File: src/rtl/seg_led_pkg.sv
// Shared types and constants for the seg_led_scan display driver.
// Segment order on LED: [7]=b [6]=c [5]=d [4]=e [3]=f [2]=a [1]=g [0]=dp, active-low.
package seg_led_pkg;

    typedef logic [3:0] nibble_t;

    typedef enum logic {
        PH_BLANK,
        PH_SHOW
    } phase_t;

    localparam logic [7:0] SEG_BLANK = 8'hFF;

    // Index 15 is leftmost so that SEG_TAB[n] decodes hex digit n.
    localparam logic [15:0][7:0] SEG_TAB = {
        8'hE1, 8'hC1, 8'h0D, 8'hC3,
        8'h85, 8'h21, 8'h11, 8'h01,
        8'h3B, 8'h81, 8'h91, 8'h35,
        8'h19, 8'h49, 8'h3F, 8'h03
    };

endpackage

File: src/rtl/seg_led_hex.sv
// Combinational hex nibble + decimal point to active-low segment pattern.
// A blanked digit turns all segments off but still honours its decimal point.
module seg_led_hex
    import seg_led_pkg::*;
(
    input  nibble_t    nib_i,
    input  logic       dp_i,
    input  logic       blank_i,
    output logic [7:0] led_o
);

    // Table lookup, then clear the dp bit when requested.
    always_comb begin
        led_o = blank_i ? SEG_BLANK : SEG_TAB[nib_i];
        if (dp_i) begin
            led_o[0] = 1'b0;
        end
    end

endmodule

File: src/rtl/seg_led_scan.sv
// Time-multiplexed 7-segment scanner with anti-ghost blanking and frame-aligned buffering.
// Define SEG_LED_LZB_EN to blank leading zero digits (decimal points still shown).
module seg_led_scan
    import seg_led_pkg::*;
#(
    parameter int DIGITS       = 4,
    parameter int SCAN_DIV     = 50000,
    parameter int BLANK_CYCLES = 500
) (
    input  logic                  clk,
    input  logic                  rst,
    input  logic                  en,
    input  logic                  load,
    input  logic [4*DIGITS-1:0]   data,
    input  logic [DIGITS-1:0]     dp,
    output logic [7:0]            LED,
    output logic [DIGITS-1:0]     an,
    output logic                  frame_done
);

    localparam int CW = (SCAN_DIV > 1) ? $clog2(SCAN_DIV) : 1;
    localparam int DW = (DIGITS > 1) ? $clog2(DIGITS) : 1;
    localparam logic [CW-1:0] CNT_LAST = CW'(SCAN_DIV - 1);
    localparam logic [DW-1:0] DIG_LAST = DW'(DIGITS - 1);
    localparam phase_t PH_RST = (BLANK_CYCLES > 0) ? PH_BLANK : PH_SHOW;

    logic [CW-1:0]       cnt_q, cnt_d;
    logic [DW-1:0]       dig_q, dig_d;
    phase_t              state_q, state_d;
    logic [4*DIGITS-1:0] pdata_q, pdata_d, sdata_q, sdata_d;
    logic [DIGITS-1:0]   pdp_q, pdp_d, sdp_q, sdp_d;
    logic                pflag_q, pflag_d;
    logic [7:0]          led_q, led_d;
    logic [DIGITS-1:0]   an_q, an_d;
    logic                fd_q, fd_d;
    logic                frame_end;
    nibble_t             nib;
    logic                dp_sel;
    logic                lz;
    logic [7:0]          hex_led;

    assign frame_end = en && (cnt_q == CNT_LAST) && (dig_q == DIG_LAST);

    // Slot prescaler and digit index; phase is the registered view of the next count.
    always_comb begin
        cnt_d = cnt_q;
        dig_d = dig_q;
        if (en) begin
            if (cnt_q == CNT_LAST) begin
                cnt_d = '0;
                dig_d = (dig_q == DIG_LAST) ? '0 : dig_q + 1'b1;
            end else begin
                cnt_d = cnt_q + 1'b1;
            end
        end
        state_d = (32'(cnt_d) < 32'(BLANK_CYCLES)) ? PH_BLANK : PH_SHOW;
    end

    // Pending capture on load; shadow swap only at the frame boundary.
    always_comb begin
        pdata_d = pdata_q;
        pdp_d   = pdp_q;
        pflag_d = pflag_q;
        sdata_d = sdata_q;
        sdp_d   = sdp_q;
        if (load) begin
            pdata_d = data;
            pdp_d   = dp;
            pflag_d = 1'b1;
        end
        if (frame_end) begin
            pflag_d = 1'b0;
            if (load) begin
                sdata_d = data;
                sdp_d   = dp;
            end else if (pflag_q) begin
                sdata_d = pdata_q;
                sdp_d   = pdp_q;
            end
        end
    end

    // Select the current digit's nibble/dp and decide leading-zero blanking.
    always_comb begin
        nib    = '0;
        dp_sel = 1'b0;
        for (int i = 0; i < DIGITS; i++) begin
            if (dig_q == DW'(i)) begin
                nib    = sdata_q[4*i +: 4];
                dp_sel = sdp_q[i];
            end
        end
`ifdef SEG_LED_LZB_EN
        begin : lzb
            logic hi_zero;
            hi_zero = 1'b1;
            lz      = 1'b0;
            for (int i = DIGITS - 1; i > 0; i--) begin
                hi_zero = hi_zero & (sdata_q[4*i +: 4] == 4'h0);
                if (dig_q == DW'(i)) begin
                    lz = hi_zero;
                end
            end
        end
`else
        lz = 1'b0;
`endif
    end

    seg_led_hex u_hex (
        .nib_i   (nib),
        .dp_i    (dp_sel),
        .blank_i (lz),
        .led_o   (hex_led)
    );

    // Output next-state: dark unless enabled and in the SHOW phase.
    always_comb begin
        led_d = SEG_BLANK;
        an_d  = '1;
        fd_d  = frame_end;
        if (en && (state_q == PH_SHOW)) begin
            led_d = hex_led;
            an_d  = ~(DIGITS'(1) << dig_q);
        end
    end

    // Scan counters and phase register.
    always_ff @(posedge clk or posedge rst) begin
        if (rst) begin
            cnt_q   <= '0;
            dig_q   <= '0;
            state_q <= PH_RST;
        end else begin
            cnt_q   <= cnt_d;
            dig_q   <= dig_d;
            state_q <= state_d;
        end
    end

    // Pending and shadow display buffers.
    always_ff @(posedge clk or posedge rst) begin
        if (rst) begin
            pdata_q <= '0;
            pdp_q   <= '0;
            pflag_q <= 1'b0;
            sdata_q <= '0;
            sdp_q   <= '0;
        end else begin
            pdata_q <= pdata_d;
            pdp_q   <= pdp_d;
            pflag_q <= pflag_d;
            sdata_q <= sdata_d;
            sdp_q   <= sdp_d;
        end
    end

    // Registered pin drivers.
    always_ff @(posedge clk or posedge rst) begin
        if (rst) begin
            led_q <= SEG_BLANK;
            an_q  <= '1;
            fd_q  <= 1'b0;
        end else begin
            led_q <= led_d;
            an_q  <= an_d;
            fd_q  <= fd_d;
        end
    end

    assign LED        = led_q;
    assign an         = an_q;
    assign frame_done = fd_q;

endmodule

File: config.mk
export PLATFORM = sky130hd
export DESIGN_NAME = seg_led_scan
export DESIGN_NICKNAME = d
export VERILOG_FILES = /design/src/rtl/seg_led_pkg.sv /design/src/rtl/seg_led_hex.sv /design/src/rtl/seg_led_scan.sv
export SDC_FILE = /design/constraint.sdc
export NUM_CORES = 1
export LEC_CHECK = 0
export CORE_ASPECT_RATIO = 1.75
export CORE_MARGIN = 8
export CORE_UTILIZATION = 51
export CTS_CLUSTER_DIAMETER = 150
export DETAILED_ROUTE_END_ITERATION = 12
export PLACE_DENSITY = 0.84
export SKIP_LAST_GASP = 1
export SLEW_MARGIN = 40
export SYNTH_ARGS = -nofsm -noshare
export SYNTH_HDL_FRONTEND = slang
export SYNTH_SLANG_ARGS = --single-unit
File: constraint.sdc
create_clock -name clk -period 2.1 [get_ports clk]
set_input_delay 0.42 -clock clk [delete_from_list [all_inputs] [get_ports clk]]
set_output_delay 0.42 -clock clk [all_outputs]
set_load 0.005 [all_outputs]
**Yosys cells after proc, flatten, opt, wreduce, memory -nomap -nowiden**

Memories as Yosys holds them, arrays and structs flattened.
Cells that the tools add are included.

- Register bits: 73
- ROM bits: 128
- Output and inout port bits: 13
- Word-level logic and storage cells: 52
- Memories: 1

- $add $sub $neg: 2
- Order comparisons: 2
- Equality and inequality tests: 4
- Shift operators: 1
- Mux-type cells: 22
- Bitwise gates (word level): 1
- Reduce and logical (&&, ||, !) cells: 8

Memories:

| name | words | width | read ports | clocked after Yosys merged registers in | write ports | line | RTL |
|---|---|---|---|---|---|---|---|
| (name not given) | 16 | 8 | 1 | 0 | 0 | seg_led_hex.sv:14 | `led_o = blank_i ? SEG_BLANK : SEG_TAB[nib_i];` |

Operators with widths:

| operator | count |
|---|---|
| $mux W16 | 4 |
| $mux W4 | 7 |
| $add A16 B1 Y16 const B | 1 |
| $eq A16 B16 Y1 const B | 1 |
| $lt A16 B9 Y1 const B | 1 |
| $mux W8 | 2 |
| $mux W1 | 8 |
| $lt A4 B5 Y1 const B | 1 |
| $eq A2 B2 Y1 const B | 2 |
| $not A4 Y4 | 1 |
| $reduce_and A2 Y1 | 2 |
| $reduce_bool A2 Y1 | 2 |
| $shl A1 B2 Y4 const A | 1 |
| $logic_and A1 B1 Y1 | 3 |
| $add A2 B1 Y2 const B | 1 |
| $eq A2 B1 Y1 const B | 1 |
| $logic_not A2 Y1 | 1 |
| $mux W2 | 1 |

**Longest topological paths before layout**

Gate-level depths: netlist of the first run.

- Depth after elaboration: 9
- Gate-level depth with buffers: 12
- Gate-level depth less buffers: 11

**Hierarchy**

A second synthesis of the first run with hierarchy kept.

- Cell total of the unflattened synthesis: 308
- Area, all modules: 3594.7 µm²

Modules (own cells, without submodules):

| module | times used | cells each | area each (µm²) | sequential area each (µm²) |
|---|---|---|---|---|
| seg_led_scan | 1 | 271 | 3294.4 | 1841.8 |
| seg_led_hex | 1 | 37 | 300.3 | 0.0 |

**Worst setup path before layout of the first run**

Ideal clock, no wire load.

- Path kind: register to register
- Start point: register cnt_q[7]
- End point: register sdata_q[0]
- Library setup time: 127 ps
- Arrival time: 2170 ps
- Data required time: 1973 ps
- Slack: -198 ps
- Stages on the path, launching flop included: 8
- Buffers on the path: 2
- Cells stage by stage: dfrtp_1 > buf_2 > or4b_4 > nor4_4 > nand2_2 > nor3_2 > buf_6 > mux2_1

- Longest elaborated chain between the ends: 4

Ends and longest elaborated chain:

| element | line | RTL |
|---|---|---|
| start: declaration | seg_led_scan.sv:27 | `logic [CW-1:0] cnt_q, cnt_d;` |
| start signal: assignment | seg_led_scan.sv:135 | `cnt_q <= cnt_d;` |
| $eq A16 B16 Y1 | seg_led_scan.sv:42 | `assign frame_end = en && (cnt_q == CNT_LAST) && (dig_q == DIG_LAST);` |
| $logic_and A1 B1 Y1 (2 in a row) | seg_led_scan.sv:42 |  |
| $reduce_and A2 Y1 (no source line) | n/a |  |
| end signal: assignment | seg_led_scan.sv:153 | `sdata_q <= sdata_d;` |
| end: declaration | seg_led_scan.sv:30 | `logic [4*DIGITS-1:0] pdata_q, pdata_d, sdata_q, sdata_d;` |

Every way passes these cells.
A chain may end at the register's enable or synchronous reset.

**Worst setup path after layout of the first run**

Same ends and word-level chain as after synthesis.

==> results of run 1 <==
-- cell usage after synthesis, types with 3 or more instances --
| cell | instances |
|---|---|
| a211oi_1 | 5 |
| buf_2 | 3 |
| and2_1 | 3 |
| clkbuf_1 | 10 |
| dfrtp_1 | 61 |
| o22ai_1 | 4 |
| o21ai_1 | 3 |
| ha_1 | 11 |
| nor3_1 | 4 |
| xnor2_1 | 8 |
| mux2_1 | 20 |
| mux2i_1 | 4 |
| nand2b_1 | 3 |
| xor2_1 | 5 |
| nor2_1 | 15 |
| o221ai_1 | 4 |
| nand4_1 | 10 |
| a21oi_1 | 15 |
| nand3b_1 | 4 |
| nand3_1 | 6 |
| inv_1 | 18 |
| dfstp_2 | 12 |
| nand2_1 | 25 |
| mux2_2 | 20 |
| nor4_1 | 3 |
| o21ai_0 | 10 |
| nor2b_1 | 3 |
-- cell type report --
type | instances | area [um2] | area share (%)
Inverter | 18 | 71.3 | 1.41
Sequential cell | 73 | 1840 | 36.5
Multi-Input combinational cell | 212 | 1750 | 34.7
Clock inverter | 4 | 98.8 | 1.96
Tap cell | 84 | 105 | 2.08
Clock buffer | 12 | 256 | 5.08
Timing Repair Buffer | 99 | 921 | 18.2
-- worst max-delay path: stages (launching register included) --
cell	delay [ns]
dfrtp_1	0.38
or4b_4	0.56
nor4_4	0.18
nand2_2	0.13
nor3_4	0.18
buf_6	0.15
buf_12	0.13
mux2_1	0.34
-- final timing paths --
| check | startpoint | endpoint | slack, ns | cells past startpoint |
|---|---|---|---|---|
| max | cnt_q[7] | sdata_q[0] | -0.08 | 7 |
| min reg2reg | pdata_q[8] | pdata_q[8] | 0.50 | 1 |
| min | rst | sdata_q[4] | 0.41 | 2 |
| max in group asynchronous | rst | an[3] | 1.12 | 3 |
| max reg2reg | cnt_q[7] | sdata_q[0] | -0.08 | 7 |
| min in group clk | pdata_q[8] | pdata_q[8] | 0.50 | 1 |
-- power groups by stage --
stage          Clock, mW  Combinational [mW]  Sequential (mW)
2_1_floorplan          0               0.325             1.59
3_3_place_gp           0               0.584             1.58
3_5_place_dp           0               0.606             1.59
4_1_cts             1.83               0.622             1.57
5_1_grt             1.90               0.708             1.58
6_report            1.81               0.655             1.57
-- registers in the layout, summed over array words and instances, names as in the netlist --
signal	cells
sdp_q	4
pdp_q	4
cnt_q	16
LED	8
dig_q	2
pflag_q	1
state_q	1
sdata_q	16
frame_done	1
an	4
pdata_q	16
-- metal layers --
metal / up-vias / track usage [%] / share of wire [%]
met2: 96 / 33.9 / 58
met5: - / 0 / 0
met4: 0 / 10.4 / 3.2
li1: 1320 / - / -
met1: 1406 / 17.6 / 34
met3: 23 / 4.46 / 4.9
-- logic make-up after synthesis --
family,Yosys count
compound gates,54
xor+xnor,13
fa+ha+maj,11
buf+inv,33
flops,73
mux,44
simple gates,90
-- per-stage QoR --
step	utilization, %	worst slack [ns]	hold WS [ns]	cells	TNS, ns
CTS	71.4	-0.0694	0.422	493	-0.788
finish	74.2	-0.0798	0.413	502	-1.07
detailed placement	65.0	-0.0580	0.493	470	-0.119
floorplan	-	-0.0548	0.458	318	-0.721
global placement	65.0	0.0141	0.475	470	0
global route	74.2	-0.149	0.434	502	-3.07
-- repair_timing --
action / 4_1_cts / 5_1_grt
cloned: 1 / 2
buffers inserted: 6 / 7
resized for setup: 5 / 24
endpoints found under the setup margin: 24 / 29
hold buffers: 0 / 0
pin swaps: 5 / 8
==> results.tsv, run 1 <==
stage	metric	value	unit
global_routing	total track usage	18.4	%
timing	FMAX	459	MHz
die	Rows	40	
timing	PnR worst setup slack	-0.0798	ns
route	antenna-violating nets left	0	
route	routed length per instance	18.9	um
route	Avg Vias per Cell	5.67	
placed_design	placed cell area	4430	um2
die	Die Ht	127	um
layout	fraction of layout cells with a size suffix above 1	38.0	%
route	routed wire length	9510	um
clock_tree	CTS tree	built	
yosys	complex-gate fraction of the synthesized area	9.56	%
layout	most frequent cells in the layout	dfrtp_1 (60), buf_4 (56), clkdlybuf4s50_1 (36), nand2_1 (25), mux2_2 (20)	
timing	fin crit share	104	%
route	Pre-Repair DR Iteration Count	5	
route	Initial DRC Count	176	
yosys	Synth Net Count	353	
timing	fin crit period	2.18	ns
yosys	syn_area_per_cell	11.2	um2
yosys	Post-Synth Adder-Cell Area	3.87	%
status	outcome	finished with violations	
worst_setup_path	Worst EP required	2.31	ns
timing	Final Skew	0.00649	ns
power_and_ir_drop	Power Total	4.04	mW
yosys	mux cell area share after synthesis	13.8	%
power_and_ir_drop	sequential power share	38.8	%
worst_setup_path	peak fanout along the critical path	5	
clock_tree	total CTS buffers	9	
timing	endpoints failing setup	23	
placed_design	Final HPWL DP	6310	um
yosys	xor and xnor area share after synthesis	3.20	%
clock_tree	CTS H-Tree Depth	3	
global_routing	largest net degree at the start of global routing	17	
power_and_ir_drop	Peak VDD IR	0.000597	V
route	residual DRC count	0	
timing	RSZ-0062 raised after global routing	yes	
die	core area	6810	um2
timing	Slew HR	66.5	%
layout	commonest non-fill, non-tap cell in the layout	dfrtp_1	
yosys	Area contributors post-synth	dfrtp_1 (43%), dfstp_2 (8.9%), mux2_1 (6.3%)	
hold_path	Tightest Hold Check Type	in2async	
layout	post-route cell area	5050	um2
clock_tree	Root Driver	clkbuf_16	
worst_setup_path	Worst Path Arrival	2.39	ns
yosys	top cell type's share of synthesized area	42.9	%
yosys	Post-synth ARST share	100	%
layout	Filler cells	443	
yosys	Top FF cell, synth	dfrtp_1	
clock_tree	CTS sink cnt	73	
die	top-level I/O count	37	
global_routing	initial antenna violation count	0	
yosys	yosys warns	0	
layout	antenna cells	0	
global_routing	vias in the first global route	3014	
yosys	sequential share of the synthesized area	51.7	%
placed_design	Buffers on Ports	36	
route	vias post-DR	2845	
clock_tree	CTS Buffer Depth	2	
die	die footprint	10000	um2
yosys	Post-Synth Simple-Gate Area	13.9	%
timing	Slew @ Worst Pin	0.502	ns
worst_setup_path	CP Class	reg2reg	
die	Die X	79.2	um
power_and_ir_drop	net switching power figure	0.967	mW
timing	Hold Violations, Final	0	
power_and_ir_drop	Gate power share	16.2	%
placed_design	routability cong.	0.861	
yosys	post-synth cell types	47	
yosys	number of synthesized register bits	73	
power_and_ir_drop	Pleak	2.24	nW
power_and_ir_drop	switching share of power	24.0	%
yosys	Post-Syn Area	3560	um2
yosys	number of flops mapped to enable cells by yosys	0	
power_and_ir_drop	clock share of power	44.9	%
timing	Slew Viols, Final	0	
power_and_ir_drop	pwr dens	799	nW/um2
layout	fin nets	448	
flow_run	maxcap violations	0	
die	Initial Util	52.3	%
status	violated checks	negative setup slack	
yosys	area leader, netlist	dfrtp_1	
worst_setup_path	Worst Setup Start Kind	flop	
layout	layout overhead on the synthesized area	41.7	%
global_routing	grt total ovfl	0	
power_and_ir_drop	Pint	3.07	mW
global_routing	first-pass GRT wire length	14200	um
clock_tree	Clock transition at path regs	0.06	ns
yosys	Cells after Synth	318	
worst_setup_path	critical path capture point type	flop	
clock_tree	clk_lat worst skew	0.34	ns
yosys	main combinational cell family by area after synthesis	simple AND/OR/NAND/NOR gates	
No activity file was read; power rests on OpenSTA's default activity.
==> run 2, diff against run 1 <==
==> constraint.sdc (replaced) <==
create_clock -name clk -period 2.1 [get_ports clk]
set_input_delay 0.525 -clock clk [delete_from_list [all_inputs] [get_ports clk]]
set_output_delay 0.525 -clock clk [all_outputs]
set_load 0.005 [all_outputs]
==> results.tsv, run 2 (synthesized netlist as in run 1, its figures left out) <==
stage	metric	value	unit
layout	commonest non-fill, non-tap cell in the layout	dfrtp_1	
timing	Final Skew	0.00900	ns
timing	Slew @ Worst Pin	0.375	ns
power_and_ir_drop	sequential power share	42.1	%
power_and_ir_drop	switching share of power	26.0	%
route	Avg Vias per Cell	5.67	
timing	Slew Viols, Final	0	
global_routing	first-pass GRT wire length	13700	um
power_and_ir_drop	net switching power figure	0.963	mW
status	outcome	finished with violations	
worst_setup_path	Worst Reg2Reg Path Length in Cells	7	
power_and_ir_drop	pwr dens	761	nW/um2
placed_design	placed cell area	4440	um2
layout	Filler cells	484	
global_routing	largest net degree at the start of global routing	74	
die	top-level I/O count	37	
clock_tree	Clock transition at path regs	0.06	ns
worst_setup_path	Worst Setup Start Kind	flop	
hold_path	Tightest Hold Check Type	reg2reg	
layout	antenna cells	0	
status	violated checks	negative setup slack	
placed_design	Buffers on Ports	36	
global_routing	met2 usage	31.8	%
worst_setup_path	Reg-to-Reg End	sdata_q[9]	
route	Pre-Repair DR Iteration Count	4	
timing	Slew HR	74.8	%
die	Rows	40	
worst_setup_path	CP Class	reg2reg	
worst_setup_path	reg2reg start	cnt_q[7]	
power_and_ir_drop	Peak VDD IR	0.000682	V
clock_tree	CTS H-Tree Depth	3	
power_and_ir_drop	Pleak	2.15	nW
global_routing	met1 usage	17.1	%
worst_setup_path	R2R Setup Slk	-0.02	ns
layout	fraction of layout cells with a size suffix above 1	35.6	%
worst_setup_path	Worst EP required	2.32	ns
clock_tree	CTS sink cnt	73	
timing	PnR worst setup slack	-0.0219	ns
route	routed length per instance	17.6	um
clock_tree	CTS Buffer Depth	2	
hold_path	HP Start	pdata_q[7]	
layout	fin nets	440	
power_and_ir_drop	clock share of power	41.3	%
die	core area	6810	um2
global_routing	vias in the first global route	2867	
placed_design	routability cong.	0.906	
layout	register area	1840	um2
timing	Hold Violations, Final	0	
timing	RSZ-0062 raised after global routing	yes	
layout	Final Non-Filler Cells	494	
route	antenna-violating nets left	0	
worst_setup_path	critical path capture point type	flop	
die	Initial Util	52.3	%
route	residual DRC count	0	
clock_tree	CTS tree	built	
layout	final core occ	71.7	%
clock_tree	cts hold-fix bufs	0	
global_routing	GRT busiest layer	met2	
placed_design	pre-CTS setup slack	-0.179	ns
layout	largest registers	cnt_q: 16 flops, pdata_q: 16 flops, sdata_q: 16 flops	
route	vias post-DR	2802	
hold_path	Hold Path Stages	1	
placed_design	Post-Place Cells	470	
global_routing	GRT met3 Usage	3.75	%
die	die footprint	10000	um2
timing	setup_tns	-0.196	ns
power_and_ir_drop	Gate power share	16.6	%
die	Die X	79.2	um
placed_design	Final HPWL DP	6000	um
route	routed wire length	8710	um
global_routing	grt total ovfl	0	
route	Initial DRC Count	194	
layout	layout overhead on the synthesized area	37.0	%
clock_tree	total CTS buffers	9	
flow_run	maxcap violations	0	
clock_tree	clk_lat worst skew	0.34	ns
layout	area of the multi-input gates	1720	um2
worst_setup_path	Worst Path Arrival	2.34	ns
timing	fin crit period	2.12	ns
timing	fin crit share	101	%
hold_path	worst hold endpoint	pdata_q[7]	
clock_tree	Root Driver	clkbuf_16	
worst_setup_path	peak fanout along the critical path	5	
timing	FMAX	471	MHz
global_routing	total track usage	17.6	%
power_and_ir_drop	Pint	2.75	mW
global_routing	initial antenna violation count	0	
timing	endpoints failing setup	20	
layout	post-route cell area	4880	um2
layout	most frequent cells in the layout	dfrtp_1 (60), buf_4 (50), clkdlybuf4s50_1 (36), nand2_1 (25)	
die	Die Ht	127	um
run 2: cell count changes in the layout (fill, tap and decap cells not counted), sizes merged:
cell      previous run  this run
buf                 61        54
bufinv               3         1
clkbuf              14        10
clkinv               1         2
clkinvlp             1         3
inv                 17        19
run 2: worst max-delay path: stages (launching register included):
cell and delay, ns:
dfrtp_1 0.38, or4b_4 0.57, nor4_4 0.18, nand2_2 0.12, nor3_4 0.14, buf_4 0.16
clkbuf_16 0.15, mux2_4 0.29
run 2: power groups by stage:
stage                     Clock (mW)  Sequential, mW  Combinational [mW]
after floorplan                    0            1.59               0.325
after global placement             0            1.58               0.579
after detailed placement           0            1.59               0.600
after CTS                       1.56            1.56               0.606
after global routing            1.62            1.57               0.680
final                           1.53            1.56               0.617
run 2: final cells by class:
type                    count  area share [%]
inverters                  18            1.46
multi-input cells         212            35.3
well taps                  84            2.15
repair buffers             91            17.1
flip-flops and latches     73            37.8
clock inverters             7            1.56
clock buffers               9            4.62
run 2: worst max path at each step:
stage                     slack [ns]         end      from  cells after the start
after floorplan                -0.04  sdata_q[0]  cnt_q[0]                      7
after global placement         -0.13     state_q        en                      6
after detailed placement       -0.18     state_q        en                      6
after CTS                      -0.02      LED[5]  dig_q[1]                      8
after global routing           -0.14      LED[5]  dig_q[1]                     11
final                          -0.02  sdata_q[9]  cnt_q[7]                      7
run 2: routing by layer:
metal | wire [um] | vias up
met5 | 0 | -
met1 | 3110 | 1377
met2 | 4870 | 97
met4 | 305 | 0
li1 | - | 1306
met3 | 422 | 22
run 2: what timing repair did:
action	in CTS	in global routing
resized for setup	2	17
setup buffers	2	4
endpoints found under the setup margin	24	28
endpoints found under the hold margin	0	0
pin swaps	2	2
cloned	0	2
run 2: stage by stage:
step | total power, mW | hold slack (ns)
final | 3.71 | 0.496
after global routing | 3.87 | 0.513
after CTS | 3.73 | 0.500
after detailed placement | 2.19 | 0.485
after global placement | 2.16 | 0.482
after floorplan | 1.92 | 0.472
